**src/rtl/timeout_timer_ctrl.sv**
```systemverilog
// Timeout timer plus M-button conditioner for the supervisory fsm.
// m_raw is synchronized and debounced into m_level/m_pulse; the fsm steers the down-counter that raises t0.
module timeout_timer_ctrl #(
    parameter int CNT_W      = 16,
    parameter int TIMEOUT    = 50,
    parameter int DEB_CYCLES = 4
) (
    input  logic             clk,
    input  logic             rst,
    input  logic             m_raw,
    input  logic             en_cont,
    input  logic             rst_timer,
    output logic             m_pulse,
    output logic             m_level,
    output logic             t0,
    output logic [CNT_W-1:0] count,
    output logic             busy
);

    // state   | meaning
    // IDLE    | counter cleared, waiting for en_cont
    // RUN     | counting down once per enabled cycle
    // PAUSE   | en_cont dropped, count frozen
    // EXPIRED | timeout reached, t0 held until rst_timer
    typedef enum logic [1:0] {
        IDLE    = 2'd0,
        RUN     = 2'd1,
        PAUSE   = 2'd2,
        EXPIRED = 2'd3
    } state_t;

    localparam int DEB_W = (DEB_CYCLES > 1) ? $clog2(DEB_CYCLES) : 1;
    localparam logic [DEB_W-1:0] DEB_LAST = DEB_W'(DEB_CYCLES - 1);
    localparam logic [CNT_W-1:0] LOAD_VAL = CNT_W'(TIMEOUT - 1);

    if ((TIMEOUT < 1) || (longint'(TIMEOUT) > (longint'(1) << CNT_W))) begin : g_bad_timeout
        $error("timeout_timer_ctrl: TIMEOUT must lie in 1..2**CNT_W");
    end
    if (DEB_CYCLES < 1) begin : g_bad_deb
        $error("timeout_timer_ctrl: DEB_CYCLES must be >= 1");
    end

    logic             m_meta;
    logic             m_sync;
    logic [DEB_W-1:0] deb_cnt;
    logic             m_level_nx;

    always_ff @(posedge clk or negedge rst) begin
        if (!rst) begin
            m_meta <= 1'b0;
            m_sync <= 1'b0;
        end else begin
            m_meta <= m_raw;
            m_sync <= m_meta;
        end
    end

    // The counter measures how long m_sync has disagreed with the accepted level.
    always_comb begin
        m_level_nx = m_level;
        if ((m_sync != m_level) && (deb_cnt == DEB_LAST)) begin
            m_level_nx = m_sync;
        end
    end

    always_ff @(posedge clk or negedge rst) begin
        if (!rst) begin
            deb_cnt <= '0;
            m_level <= 1'b0;
            m_pulse <= 1'b0;
        end else begin
            if ((m_sync == m_level) || (deb_cnt == DEB_LAST)) begin
                deb_cnt <= '0;
            end else begin
                deb_cnt <= deb_cnt + 1'b1;
            end
            m_level <= m_level_nx;
            m_pulse <= m_level_nx & ~m_level;
        end
    end

    state_t           state, state_nx;
    logic [CNT_W-1:0] count_nx;
    logic             t0_nx;

    always_ff @(posedge clk or negedge rst) begin
        if (!rst) begin
            state <= IDLE;
            count <= '0;
            t0    <= 1'b0;
        end else begin
            state <= state_nx;
            count <= count_nx;
            t0    <= t0_nx;
        end
    end

    always_comb begin
        state_nx = state;
        count_nx = count;
        t0_nx    = t0;
        if (rst_timer) begin
            state_nx = IDLE;
            count_nx = '0;
            t0_nx    = 1'b0;
        end else begin
            unique case (state)
                IDLE: begin
                    count_nx = '0;
                    t0_nx    = 1'b0;
                    if (en_cont) begin
                        state_nx = RUN;
                        count_nx = LOAD_VAL;
                    end
                end
                RUN: begin
                    if (!en_cont) begin
                        state_nx = PAUSE;
                    end else if (count != '0) begin
                        count_nx = count - 1'b1;
                    end else begin
                        state_nx = EXPIRED;
                        t0_nx    = 1'b1;
                    end
                end
                // Resuming spends one edge returning to RUN without decrementing.
                PAUSE: begin
                    if (en_cont) begin
                        state_nx = RUN;
                    end
                end
                EXPIRED: begin
                    count_nx = '0;
                    t0_nx    = 1'b1;
                end
                default: begin
                    state_nx = IDLE;
                    count_nx = '0;
                    t0_nx    = 1'b0;
                end
            endcase
        end
    end

    assign busy = (state == RUN) || (state == PAUSE);

endmodule

```
**config.mk**
```make
export PLATFORM = sky130hd
export DESIGN_NAME = timeout_timer_ctrl
export DESIGN_NICKNAME = d
export VERILOG_FILES = /design/src/rtl/timeout_timer_ctrl.sv
export SDC_FILE = /design/constraint.sdc
export NUM_CORES = 1
export LEC_CHECK = 0
export ABC_AREA = 1
export ABC_CLOCK_PERIOD_IN_PS = 2800
export BUFFER_PORTS_ARGS = -buffer_cell sky130_fd_sc_hd__buf_2
export CORE_ASPECT_RATIO = 1.1
export CORE_MARGIN = 5
export CORE_UTILIZATION = 35
export DETAILED_ROUTE_END_ITERATION = 6
export PLACE_DENSITY = 0.57
export SYNTH_ARGS = -nofsm -noshare
export SYNTH_HDL_FRONTEND = slang
export SYNTH_SLANG_ARGS = --single-unit
```
**constraint.sdc**
```tcl
create_clock -name clk -period 2.8 [get_ports clk]
set_clock_uncertainty 0.05 [all_clocks]
set_input_delay 0 -clock clk [delete_from_list [all_inputs] [get_ports clk]]
set_output_delay 0 -clock clk [all_outputs]
set_load 0.02 [all_outputs]
```
After elaboration in Yosys (flattened, before gate mapping)
Index checks and enable logic that the tools add are counted.
W data, S select, Z words.
- add/subtract/negate cells: 2
- multipliers: 0
- divide/modulo/power cells: 0
- $lt $le $gt $ge: 0
- equality and inequality tests: 11
- shifts and indexed selects: 0
- mux-type cells: 16
- bitwise operators: 2
- reduce and logical (&&, ||, !) cells: 11
- operators with widths (cell ; count):
    $mux W16 ; 3
    $pmux W16 S3 ; 1
    $reduce_bool A16 Y1 ; 1
    $sub A16 B1 Y16 const B ; 1
    $mux W2 ; 5
    $ne A3 B3 Y1 const B ; 3
    $reduce_and A3 Y1 ; 3
    $eq A2 B2 Y1 const B ; 3
    $mux W6 ; 1
    $mux W1 ; 4
    $ne A4 B4 Y1 const B ; 1
    $pmux W2 S2 ; 1
    $reduce_bool A4 Y1 ; 1
    $ne A3 B1 Y1 const B ; 1
    $pmux W1 S3 ; 1
    $reduce_bool A3 Y1 ; 1
    $add A2 B1 Y2 const B ; 1
    $eq A2 B1 Y1 const B ; 1
    $logic_not A2 Y1 ; 1
    $logic_or A1 B1 Y1 ; 2
    $reduce_or A2 Y1 ; 1
    $and A1 B1 Y1 ; 1
    $eq A1 B1 Y1 ; 1
    $logic_and A1 B1 Y1 ; 1
    2 further kinds ; 2
- flip-flop bits (word level): 25
- bits in latches: 0
- bits in writable memories: 0
- bits in read-only memories: 0
- input bits: 5
- output and inout port bits: 20
- memories kept: 0

Logic depth before layout (Yosys ltp)
- depth in word-level cells: 5
- mapped depth: 11

Worst setup path after synthesis
No wires, ideal clock.
- kind: register -> register
- from: register state[0]
- to: register count[4]
- library setup time: 0.122 ns
- data arrival time: 1.469 ns
- data required time: 2.628 ns
- slack: 1.158 ns
- cell stages (with the launch flop): 10
- buffers on the path: 1
- clock period less this slack: 1.642 ns
- cells stage by stage: dfrtp_1 inv_1 ha_1 nand2_1 nand2_1 o21ai_2 nand2_4 buf_12 nand2_1 o21ai_2
- longest elaborated chain between the ends: 3
- elaborated cells between the ends (all ways): 9
- classes of those cells: eq/ne: 4; mux: 2; reduce/logical: 3
- ends and longest elaborated chain (element ; line ; RTL):
    start, declared ; 82 ; state_t state, state_nx;
    start signal, assigned ; 92 ; state <= state_nx;
    $eq A2 B1 Y1 (tied with other cells) ; 107 ; unique case (state)
    $ne A3 B3 Y1 (no line) (tied with other cells) ; -- ;
    $reduce_and A3 Y1 (no line) or $mux W16 (tied branches) ; -- ;
    end signal, assigned ; 93 ; count <= count_nx;
    end, declared ; 16 ; output logic [CNT_W-1:0] count,
Several ways; a longest one is shown, not always the timed one.
A chain may end at the register's enable or synchronous reset.

Worst setup path after layout
- from: register state[1]
- to: register count[14]
Same word-level chain as after synthesis.

==> out/qor.txt <==
P_leak: 1.02 nW
H-tree Lvls: 1
# rows: 26
Final instance area: 0.00188 sq mm
Core area: 0.00459 sq mm
Via count: 1458
Register area share after synthesis: 0.383
Die Ht: 81.7 um
Post-route minimum period: 2010 ps
Clock Sink Count: 25
Clk slew on worst S/H paths: 90 ps
Post-CTS Setup Bufs: 0
TritonCTS clock tree: done
Initial Util: 0.356
HP Class: input pin to asynchronous set/reset pin
Gpl congestion: 0.840
1st-pass router iterations: 4
Die area: 0.00614 sq mm
Critical path class: flip-flop to flip-flop
IO Pins: 25
Max IR drop VDD: 0.000474 V
Antenna violations before repair: 0
Post_cts resized: 0
Req. time, crit path: 2930 ps
Number of port buffers: 24
Area growth from synthesis to layout: 14.9%
Synth Area in XOR/XNOR: 0.00536
Cts bufs inserted: 3
Largest family of logic cells by synthesized area: simple AND/OR/NAND/NOR gates
Simple-gate share of the synthesized area: 0.376
Die width: 75.2 um
Hold_ws: 196 ps
Finished Layout Cells: 306
Largest net degree at the start of global routing: 26
Layout cell share with drive strength beyond 1: 0.216
Iter 0 DRT Violations: 43
Synth Cell Area: 0.00163 sq mm
Max Root-Sink Buffers: 2
# Max-Cap Violations: 0
CTS Hold Bufs: 4
Pre-CTS WS: 801 ps
Dpl cells: 298
Compound-Gate Fraction of Synth Area: 0.0942
Critical Path Start Type: flip-flop
Worst r2r src: state[1]
Synth Instances: 222
Post-synthesis net count: 233
Antenna diode count: 0
Internal power: 1.08 mW
#FFs+latches synth: 25
Final hold violation count: 0
Status: finished clean
Comb pwr share: 0.648
Setup TNS Final: 0 ps
Slew of the pin with the lowest slew margin: 581 ps
Adder-cell share of the synthesized area: 0.0459
Setup slack, reg-to-reg: 790 ps
Clk Latency, worst-skew pair: 280 ps
Sequential power share: 0.255
Post-synth cell types: 27
Portion of total power attributed to the clock network: 0.096
Final Core Density: 0.409
Final Max Slew Viols: 0
Number of global-route vias before repair: 1450
Residual DRC: 0
Final period utilization: 0.719
Final WL: 3550 um
Cell Area, Placed: 0.00179 sq mm
Tot Pwr: 2.33 mW
Mux share of post-synthesis cell area: 0
Drt wl/cell: 11.6 um
Pwr Density: 1240 mW/mm^2
Root buffer cell: clkbuf_8
Grt total ovfl: 0
# nets final: 262
Critical path arrival: 2150 ps
Unrepaired setup endpoints after global routing: no
Syn_area_per_cell: 7.36 sq um
Crit-path max FO: 21
Fmax achieved: 497 MHz
Final setup viols: 0
GRT Util Overall: 0.130
Net Switching: 1.25 mW
Dpl hpwl: 2770 um
Synth warn: 0
RR Endpoint: count[14]
Rel. slew slack: 0.613
Setup crit end kind: flip-flop
Average via count per standard cell: 4.76
Final Worst Setup Slack: 786 ps
Post-DRT Antenna Nets: 0
Switching Share: 0.537
Worst R2R Path Depth: 9
Global-route wire length before repair: 6230 um
==> Yosys cell counts, drive strengths merged <==
library cell | n | area share
dfrtp | 25 | 0.38
clkbuf | 2 | 0.0046
o211ai | 1 | 0.0046
inv | 30 | 0.069
xor2 | 1 | 0.0054
o2111ai | 1 | 0.0054
a21oi | 3 | 0.0092
nor3 | 2 | 0.0061
nand4 | 9 | 0.034
nor2 | 28 | 0.078
or2 | 5 | 0.019
ha | 6 | 0.046
a31oi | 1 | 0.0038
nand3 | 21 | 0.075
o21ai | 15 | 0.071
nand2 | 69 | 0.16
buf | 3 | 0.022
==> power groups by stage <==
stage	clock, mW	sequential, mW	combinational [mW]
finish	0.225	0.596	1.51
global route	0.249	0.617	1.74
CTS	0.232	0.597	1.54
detailed placement	0	0.605	1.53
global placement	0	0.605	1.52
floorplan	0	0.690	1.14
==> logic make-up (layout without fill, tap and decap cells) <==
logic type / count (synthesis) / in the layout
flops: 25 / 25
xor+xnor: 1 / 1
fa+ha+maj: 6 / 6
compound gates: 21 / 21
buf+inv: 35 / 63
simple gates: 134 / 134
==> state kept, by name (all words and copies together), names as in the netlist <==
name and flops:
m_pulse 1, deb_cnt 2, count 16, m_sync 1, state 2, m_meta 1
t0 1, m_level 1
==> worst max-delay path by stage <==
stage	startpoint	to	slack [ps]
global route	state[1]	count[13]	550
finish	state[1]	count[14]	790
global placement	state[1]	count[13]	850
floorplan	state[0]	count[4]	1160
detailed placement	state[1]	count[14]	800
CTS	state[1]	count[14]	780
==> placed cells by master (no fill, tap or decap), drive strengths merged <==
cell type and n:
a21oi 3, clkbuf 3, nand2 69, clkinvlp 1, o211ai 1, dfrtp 25
o2111ai 1, buf 25, ha 6, nand4 9, o21ai 15, nor3 2
inv 30, nor2 28, nand3 21, a31oi 1, dlygate4sd3 4, or2 5
xor2 1
==> worst max-delay path, cell delays in order (launching register included) <==
cell and delay, ps:
dfrtp_1 410, inv_1 90, ha_1 350, inv_1 110, o21ai_2 340, nand2_4 240, inv_2 170, nand2_1 70
nand2_1 50, inv_1 30
==> routing by layer <==
layer,global-route usage,part of all wire,vias to the layer above,wire [um]
met5,0,0,-,0
li1,-,-,767,-
met4,0.0559,0.020,0,70
met3,0.0233,0.041,7,146
met2,0.220,0.48,21,1720
met1,0.159,0.46,663,1620
==> area by class of cell <==
cell class                 count  area [sq um]
multi-input combinational    162           852
clock buffer                   3          41.3
sequential                    25           626
tap                           56          70.1
inverter                      30           113
clock inverter                 1          7.51
timing repair buffer          29           168
fill                         508          2710
Note: power is estimated with default switching activity, not from simulation.
